[src/rtl/instruction_prefetch_if.sv]
// Instruction prefetch bus bundle: the segment and redirect inputs, the memory
// read handshake and the decoder-side byte FIFO port. The prefetch unit uses the
// master modport. The memory/decoder environment uses the slave modport.
interface instruction_prefetch_if;
    logic [15:0] cs;
    logic [15:0] new_ip;
    logic        load_new_ip;
    logic        mem_access;
    logic        mem_ack;
    logic [18:0] mem_address;
    logic [15:0] mem_data;
    logic        fifo_rd_en;
    logic [7:0]  fifo_rd_data;
    logic        fifo_empty;

    modport master (
        input  cs, new_ip, load_new_ip, mem_ack, mem_data, fifo_rd_en,
        output mem_access, mem_address, fifo_rd_data, fifo_empty
    );

    modport slave (
        output cs, new_ip, load_new_ip, mem_ack, mem_data, fifo_rd_en,
        input  mem_access, mem_address, fifo_rd_data, fifo_empty
    );
endinterface

[src/rtl/instruction_prefetch.sv]
// Instruction prefetch unit: fetches words at CS:IP over the memory bus and
// buffers the bytes in a small circular FIFO for the decoder. FIFO space is
// reserved when an access is issued, so a returning word always fits. A redirect
// (load_new_ip) flushes the FIFO. If a read is still outstanding, it is retired
// through ABORT and its data is dropped.
module instruction_prefetch #(
    parameter int DEPTH = 6
) (
    input  logic                   clk,
    input  logic                   reset_n,
    instruction_prefetch_if.master bus
);
    localparam int CW = $clog2(DEPTH + 1);
    localparam int PW = $clog2(DEPTH);

    typedef enum logic [1:0] {
        ST_IDLE  = 2'd0,
        ST_FETCH = 2'd1,
        ST_ABORT = 2'd2
    } state_t;

    state_t          state_q, state_d;
    logic [15:0]     fetch_ip_q, fetch_ip_d;
    logic            mem_access_q, mem_access_d;
    logic [18:0]     mem_address_q, mem_address_d;
    logic [7:0]      fifo_q [DEPTH];
    logic [PW-1:0]   rd_ptr_q, rd_ptr_d;
    logic [PW-1:0]   wr_ptr_q, wr_ptr_d;
    logic [CW-1:0]   count_q, count_d;

    logic            wr0_en_s, wr1_en_s;
    logic [PW-1:0]   wr0_idx_s, wr1_idx_s;
    logic [7:0]      wr0_data_s, wr1_data_s;
    logic [1:0]      push_cnt_s;
    logic            pop_s;
    logic            space_ok_s;
    logic [18:0]     word_addr_s;

    // Circular pointer advance; DEPTH need not be a power of two.
    function automatic logic [PW-1:0] ptr_inc(input logic [PW-1:0] p);
        if (p == PW'(DEPTH - 1)) begin
            return {PW{1'b0}};
        end else begin
            return p + PW'(1);
        end
    endfunction

    // Word address of CS:IP. cs*16 has a zero LSB, so ip[0] never carries into bit 1.
    assign word_addr_s = {bus.cs, 3'b000} + {4'b0000, fetch_ip_q[15:1]};

    // An even fetch needs room for two bytes. An odd fetch needs room for one.
    assign space_ok_s = fetch_ip_q[0] ? (count_q <= CW'(DEPTH - 1))
                                      : (count_q <= CW'(DEPTH - 2));

    // Next-state logic for the fetch FSM, the FIFO pointers and the fetch IP.
    always_comb begin
        state_d       = state_q;
        fetch_ip_d    = fetch_ip_q;
        mem_access_d  = mem_access_q;
        mem_address_d = mem_address_q;
        rd_ptr_d      = rd_ptr_q;
        wr_ptr_d      = wr_ptr_q;
        count_d       = count_q;
        wr0_en_s      = 1'b0;
        wr1_en_s      = 1'b0;
        wr0_idx_s     = wr_ptr_q;
        wr1_idx_s     = ptr_inc(wr_ptr_q);
        wr0_data_s    = bus.mem_data[7:0];
        wr1_data_s    = bus.mem_data[15:8];
        push_cnt_s    = 2'd0;
        pop_s         = 1'b0;

        case (state_q)
            ST_IDLE: begin
                if (!bus.load_new_ip && space_ok_s) begin
                    mem_access_d  = 1'b1;
                    mem_address_d = word_addr_s;
                    state_d       = ST_FETCH;
                end else begin
                    state_d = ST_IDLE;
                end
            end
            ST_FETCH: begin
                if (bus.mem_ack) begin
                    mem_access_d = 1'b0;
                    state_d      = ST_IDLE;
                    if (!bus.load_new_ip) begin
                        if (fetch_ip_q[0]) begin
                            // Odd address: only the high byte belongs to the stream.
                            wr0_en_s   = 1'b1;
                            wr0_data_s = bus.mem_data[15:8];
                            push_cnt_s = 2'd1;
                            fetch_ip_d = fetch_ip_q + 16'd1;
                        end else begin
                            wr0_en_s   = 1'b1;
                            wr1_en_s   = 1'b1;
                            push_cnt_s = 2'd2;
                            fetch_ip_d = fetch_ip_q + 16'd2;
                        end
                    end else begin
                        push_cnt_s = 2'd0;
                    end
                end else if (bus.load_new_ip) begin
                    state_d = ST_ABORT;
                end else begin
                    state_d = ST_FETCH;
                end
            end
            ST_ABORT: begin
                if (bus.mem_ack) begin
                    mem_access_d = 1'b0;
                    state_d      = ST_IDLE;
                end else begin
                    state_d = ST_ABORT;
                end
            end
            default: begin
                mem_access_d = 1'b0;
                state_d      = ST_IDLE;
            end
        endcase

        if (bus.load_new_ip) begin
            // A redirect overrides everything: flush and drop any pop or push.
            fetch_ip_d = bus.new_ip;
            rd_ptr_d   = {PW{1'b0}};
            wr_ptr_d   = {PW{1'b0}};
            count_d    = {CW{1'b0}};
            wr0_en_s   = 1'b0;
            wr1_en_s   = 1'b0;
        end else begin
            pop_s = bus.fifo_rd_en && (count_q != {CW{1'b0}});
            if (pop_s) begin
                rd_ptr_d = ptr_inc(rd_ptr_q);
            end else begin
                rd_ptr_d = rd_ptr_q;
            end
            case (push_cnt_s)
                2'd1:    wr_ptr_d = ptr_inc(wr_ptr_q);
                2'd2:    wr_ptr_d = ptr_inc(ptr_inc(wr_ptr_q));
                default: wr_ptr_d = wr_ptr_q;
            endcase
            count_d = count_q + CW'(push_cnt_s) - CW'(pop_s);
        end
    end

    // State, bus request and FIFO bookkeeping registers.
    always_ff @(posedge clk or negedge reset_n) begin
        if (!reset_n) begin
            state_q       <= ST_IDLE;
            fetch_ip_q    <= 16'h0000;
            mem_access_q  <= 1'b0;
            mem_address_q <= 19'h00000;
            rd_ptr_q      <= {PW{1'b0}};
            wr_ptr_q      <= {PW{1'b0}};
            count_q       <= {CW{1'b0}};
        end else begin
            state_q       <= state_d;
            fetch_ip_q    <= fetch_ip_d;
            mem_access_q  <= mem_access_d;
            mem_address_q <= mem_address_d;
            rd_ptr_q      <= rd_ptr_d;
            wr_ptr_q      <= wr_ptr_d;
            count_q       <= count_d;
        end
    end

    // FIFO byte storage, written with up to two bytes per returning word.
    always_ff @(posedge clk or negedge reset_n) begin
        if (!reset_n) begin
            for (int i = 0; i < DEPTH; i++) begin
                fifo_q[i] <= 8'h00;
            end
        end else begin
            if (wr0_en_s) begin
                fifo_q[wr0_idx_s] <= wr0_data_s;
            end
            if (wr1_en_s) begin
                fifo_q[wr1_idx_s] <= wr1_data_s;
            end
        end
    end

    assign bus.mem_access   = mem_access_q;
    assign bus.mem_address  = mem_address_q;
    assign bus.fifo_rd_data = fifo_q[rd_ptr_q];
    assign bus.fifo_empty   = (count_q == {CW{1'b0}});
endmodule
[src/flat_wrapper.sv]
// flat-port wrapper written by rule: the top's interface ports become plain ports
module instruction_prefetch_flat 
#(
    parameter int DEPTH = 6
)
  (clk, reset_n, bus_cs, bus_new_ip, bus_load_new_ip, bus_mem_ack, bus_mem_data, bus_fifo_rd_en, bus_mem_access, bus_mem_address, bus_fifo_rd_data, bus_fifo_empty);
  instruction_prefetch_if bus_i ();
  input  logic clk;
  input  logic reset_n;
  input wire logic [$bits(bus_i.cs)-1:0] bus_cs;
  input wire logic [$bits(bus_i.new_ip)-1:0] bus_new_ip;
  input wire logic [$bits(bus_i.load_new_ip)-1:0] bus_load_new_ip;
  input wire logic [$bits(bus_i.mem_ack)-1:0] bus_mem_ack;
  input wire logic [$bits(bus_i.mem_data)-1:0] bus_mem_data;
  input wire logic [$bits(bus_i.fifo_rd_en)-1:0] bus_fifo_rd_en;
  output wire logic [$bits(bus_i.mem_access)-1:0] bus_mem_access;
  output wire logic [$bits(bus_i.mem_address)-1:0] bus_mem_address;
  output wire logic [$bits(bus_i.fifo_rd_data)-1:0] bus_fifo_rd_data;
  output wire logic [$bits(bus_i.fifo_empty)-1:0] bus_fifo_empty;
  assign bus_i.cs = bus_cs;
  assign bus_i.new_ip = bus_new_ip;
  assign bus_i.load_new_ip = bus_load_new_ip;
  assign bus_i.mem_ack = bus_mem_ack;
  assign bus_i.mem_data = bus_mem_data;
  assign bus_i.fifo_rd_en = bus_fifo_rd_en;
  assign bus_mem_access = bus_i.mem_access;
  assign bus_mem_address = bus_i.mem_address;
  assign bus_fifo_rd_data = bus_i.fifo_rd_data;
  assign bus_fifo_empty = bus_i.fifo_empty;
  instruction_prefetch #(.DEPTH(DEPTH)) u_core (.clk(clk), .reset_n(reset_n), .bus(bus_i));
endmodule
[config.mk]
export PLATFORM = sky130hd
export DESIGN_NAME = instruction_prefetch_flat
export DESIGN_NICKNAME = d
export VERILOG_FILES = /design/src/rtl/instruction_prefetch_if.sv /design/src/rtl/instruction_prefetch.sv /design/src/flat_wrapper.sv
export SDC_FILE = /design/constraint.sdc
export NUM_CORES = 1
export LEC_CHECK = 0
export CAP_MARGIN = 10
export CORE_MARGIN = 1.5
export CORE_UTILIZATION = 45
export CTS_CLUSTER_SIZE = 25
export DETAILED_ROUTE_END_ITERATION = 7
export GPL_TIMING_DRIVEN = 0
export PLACE_DENSITY_LB_ADDON = 0.25
export SYNTH_ARGS = -nofsm -noshare
export SYNTH_HDL_FRONTEND = slang
export SYNTH_SLANG_ARGS = --single-unit
[constraint.sdc]
create_clock -name clk -period 2.5 [get_ports clk]
set_input_delay 0.375 -clock clk [delete_from_list [all_inputs] [get_ports clk]]
set_output_delay 0.375 -clock clk [all_outputs]
set_load 0.05 [all_outputs]
# Yosys cells after proc, flatten, opt, wreduce, memory -nomap -nowiden
# Cells that the tools add are included.
# op_classes
mux	49
shift	0
n_addsub	8
reduce_logical	16
bitwise	3
n_div	0
eq_ne	9
magnitude_cmp	7
mul	0
# ops
op	n
$bwmux W48	2
$mux W48	2
$mux W16	4
$mux W8	8
$demux W8 S3	2
$mux W3	9
$bmux W8 S3	1
$add A19 B15 Y19	1
$add A16 B1 Y16 const B	1
$add A16 B2 Y16 const B	1
$mux W2	7
$ge A4 B4 Y1 const B	3
$not A3 Y4	3
$mux W1	11
$add A3 B1 Y3 const B	3
$eq A3 B3 Y1 const B	3
$lt A4 B1 Y1 const B	2
$le A3 B3 Y1 const B	2
$pmux W2 S3	1
$pmux W3 S2	1
$reduce_and A2 Y1	3
$reduce_bool A2 Y1	3
$reduce_bool A3 Y1	2
$eq A2 B1 Y1 const B	2
other kinds (10)	15
# word_totals
inputBits	53
output_inout_bits	29
register_bits	95
romBits	0
latch_bits	0
ram_bits	0
mem_count	0

# Depth between registers and ports, before layout
# logic_depth
ltp_word	11
ltp_mapped	12
depth_no_buf	10

# Worst setup path after synthesis
# Ideal clock, no wire load.
# synth_path
kind	register to register
from	register u_core.count_q[1]
to	register u_core.count_q[2]
stages_incl_launch_ff	11
arrival_time_ps	3041
setup_time_ps	132
path_slack_ps	-673
n_path_buf	0
cell_sequence	dfrtp_1 > nor3_1 > nor2b_1 > ha_1 > inv_1 > ha_1 > inv_1 > fa_1 > xnor2_1 > xnor2_1 > nor2_1
# synth_via
elab_chain_len	4
# synth_lines
element	line_no	rtl
from (decl)	instruction_prefetch.sv:29	logic [CW-1:0] count_q, count_d;
from (signal assigned)	instruction_prefetch.sv:156	count_q <= {CW{1'b0}};
from (signal assigned)	instruction_prefetch.sv:164	count_q <= count_d;
branches (longest 2 deep; another with $add A3 B2 Y3)	--	
$sub A3 B1 Y3 *	instruction_prefetch.sv:143	count_d = count_q + CW'(push_cnt_s) - CW'(pop_s);
$mux W3 *	instruction_prefetch.sv:123	if (bus.load_new_ip) begin
net u_core.count_d[2]	instruction_prefetch.sv:29	
# Mark *: on every way through the listed nets, which the timed path passes.
# A chain may end at the register's enable or synchronous reset.

# Final worst setup path
# layout_path
from	register u_core.rd_ptr_q[1]
to	output port bus_fifo_rd_data[6]
# layout_via
elab_chain_len	4
# layout_lines
element	line_no	rtl
from (decl)	instruction_prefetch.sv:27	logic [PW-1:0] rd_ptr_q, rd_ptr_d;
from (signal assigned)	instruction_prefetch.sv:154	rd_ptr_q <= {PW{1'b0}};
from (signal assigned)	instruction_prefetch.sv:162	rd_ptr_q <= rd_ptr_d;
$not A3 Y4 (not written as such)	instruction_prefetch.sv:186	assign bus.fifo_rd_data = fifo_q[rd_ptr_q];
$bmux W8 S3	instruction_prefetch.sv:186	
$mux W8 (not written as such) (2 in a row)	instruction_prefetch.sv:186	
to (decl)	flat_wrapper.sv:18	output wire logic [$bits(bus_i.fifo_rd_data)-1:0] bus_fifo_rd_data;
# Every way passes these cells. The select of a mux whose other input is x is not followed.

==> flow_metrics.tcl <==
set metrics [dict create \
    status "finished, final reports clean" \
    htreeDepth 3 \
    synth.yosys.warnings 0 \
    syn_area_mm2 0.00558 \
    slew_viol_final 0 \
    core_mm2 0.0121 \
    gp_congestion 0.893 \
    port_buffers 81 \
    place_inst 882 \
    yosysTopAreaCell "dfrtp_1" \
    combPwrFrac_pct 46.1 \
    hpwlAfterDp_um 11400 \
    clockBufferDepth 2 \
    ys_async_sr_fraction_pct 100 \
    synth_ff_type "dfrtp_1" \
    p_per_area_mw_per_mm2 1010 \
    cts_num_sinks 95 \
    clockPowerShare_pct 19.8 \
    clock_skew_ps 5.63 \
    internal_power_mw 4.07 \
    p_switching_mw 3.00 \
    root_buffer "clkbuf_16" \
    finalWorstPathRequiredPeriod_ps 2450 \
    peakVddDrop_uv 665 \
    fmax_ghz 0.408 \
    hold_viol 0 \
    hold_path_class "flip-flop to flip-flop" \
    grt_max_degree 69 \
    yosysUniqueCellTypes 54 \
    grt_overflow_total 0 \
    tightest_slew_ps 730 \
    hold_slack_ps 476 \
    maxCapViolCount 0 \
    synth_edf_count 0 \
    die-width_um 114 \
    drive_above_1_share_pct 8.62 \
    r2r_slack_ps 100 \
    wl_per_cell_um 17.1 \
    ys_seq_area_share_pct 42.6 \
    mostFrequentLayoutCells "124 x nand2_1, 94 x dfrtp_1, 87 x o21ai_0" \
    cts_buffers 9 \
    worstRegToRegCells 10 \
    worst_ep_arrival_time_ps 2070 \
    firstDrtPassIters 4 \
    ant_nets 0 \
    seq_power_share_pct 34.1 \
    period_share_pct 98.0 \
    die_h_um 114 \
    required_ps 2120 \
    setup_viol 0 \
    p_total_mw 7.07 \
    start_util_pct 46.3 \
    clk_latency_ps 350 \
    holdPathStages 2 \
    ys_ff_latch 95 \
    clk_pin_slew_ps 70 \
    synth_area_per_cell_um2 8.83 \
    via_per_inst 5.60 \
    drt_iter0_markers 311 \
    cp-end-kind "primary output" \
    relSlewSlack_pct 51.3 \
    switching_share_pct 42.5 \
    synth_cells 632 \
    num_io_pins 82 \
    vias 5034 \
    synth.net_count 707 \
    core.rowCount 40 \
    fin_cells 899 \
    die_area_mm2 0.0131 \
    final_common_cell "nand2_1" \
    hp-start "u_core.bus.mem_address[16]" \
    synthTopCellsByArea "dfrtp_1 43%, nand2_1 8.3%, o21ai_0 7.8%" \
    antenna_cells 0 \
    cp_max_fo 10 \
    drc 0 \
    grt_antenna_before_repair 0 \
    p_leak_nw 2.95 \
    reg2reg_to "u_core.fifo_q[38]" \
    start_kind "flip-flop" \
    grt_pass1_wl_um 25200 \
    wl_um 15300 \
    grt_pass1_vias 5103 \
    timing.rr.start "u_core.state_q[1]" \
    worst-setup-path-type "flip-flop to primary output" \
    worstHoldEndpoint "u_core.bus.mem_address[16]" \
    grtUsageTotal_pct 24.7 \
    cts_tree "built" \
    synth_top_area_share_pct 42.6 \
    area_growth_pct 25.8 \
    nets 801 \
]
cells in the mapped netlist (all sizes together), types with 8 or more instances:
master    n
mux4      8
a211oi    9
a21oi    34
dfrtp    95
clkbuf   23
o22ai     8
a21o     11
nand4     8
nand2   124
xor2     10
buf      14
ha       20
nor2     44
o21ai    91
inv      20
xnor2    15
mux2i    18
state kept, by name, indices dropped and copies added (netlist names):
signal / count
u_core.wr0_idx_s: 3
u_core.bus.mem_address: 19
u_core.count_q: 3
u_core.fetch_ip_q: 16
u_core.rd_ptr_q: 3
u_core.fifo_q: 48
u_core.state_q: 2
u_core.bus.mem_access: 1
routing by layer:
metal | vias to the layer above | track usage [%] | routed length (um)
met4 | 0 | 9.25 | 461
li1 | 2402 | - | -
met3 | 32 | 5.98 | 898
met2 | 178 | 40.7 | 7360
met5 | - | 0 | 0
met1 | 2422 | 31.6 | 6610
worst max-delay path: stages, from the launching register on:
cell           delay, ps
dfrtp_1              450
buf_2                290
mux4_2               220
inv_1                 40
o22ai_1              160
dlygate4sd2_1        560
layout make-up:
cell class	count	area, um^2
well taps	168	210
fillers	1061	5040
multi-input cells	480	3030
plain buffers	35	183
clock buffers	9	225
inverters	20	75.1
clock inverters	7	73.8
flip-flops and latches	95	2380
repair buffers	85	842
how the worst max path moves through the flow:
| stage | from | endpoint | slack, ps | cells past startpoint |
|---|---|---|---|---|
| after global placement | reset_n | u_core.fetch_ip_q[4] | -2560 | 1 |
| final | u_core.rd_ptr_q[1] | bus_fifo_rd_data[6] | 50 | 5 |
| after global routing | u_core.state_q[1] | u_core.fifo_q[7] | -40 | 9 |
| after detailed placement | u_core.rd_ptr_q[0] | bus_fifo_rd_data[3] | -410 | 5 |
| after CTS | u_core.state_q[1] | u_core.fifo_q[7] | -30 | 9 |
| after floorplan | u_core.count_q[0] | u_core.count_q[2] | 70 | 10 |
power by group through the flow:
stage               Clock (mW)  Combinational (mW)  Sequential, mW
floorplan                    0                1.77            2.82
global placement             0                3.24            2.35
detailed placement           0                3.31            2.37
CTS                       1.42                3.24            2.39
global route              1.48                3.49            2.46
finish                    1.40                3.26            2.41
stage by stage:
| stage | TNS (ps) | area [um^2] | worst slack [ps] | util, % |
|---|---|---|---|---|
| 3_5_place_dp | -17100 | 6640 | -411 | 55.1 |
| 6_report | 0 | 7020 | 50.2 | 58.2 |
| 2_1_floorplan | 0 | 5590 | 66.2 | - |
| 3_3_place_gp | -257980 | 6620 | -2560 | 54.8 |
| 5_1_grt | -95.2 | 7020 | -43.0 | 58.2 |
| 4_1_cts | -139 | 6960 | -34.9 | 57.7 |
kinds of logic after synthesis:
group / synth area share (%)
and+or+nand+nor: 19.0
AOI/OAI and AO/OA: 18.1
DFF: 42.6
buffers and inverters: 4.48
muxes: 6.66
xor gates and xnor gates: 3.92
adders and majority gates: 5.20
timing repair:
item,in CTS,in global routing
gates resized for setup,16,26
hold buffers,1,0
pin swaps,0,0
setup buffers,1,1
hold endpoints to repair,27,0
gates cloned,0,0
setup endpoints to repair,31,56
No activity file was read; power rests on OpenSTA's default activity.
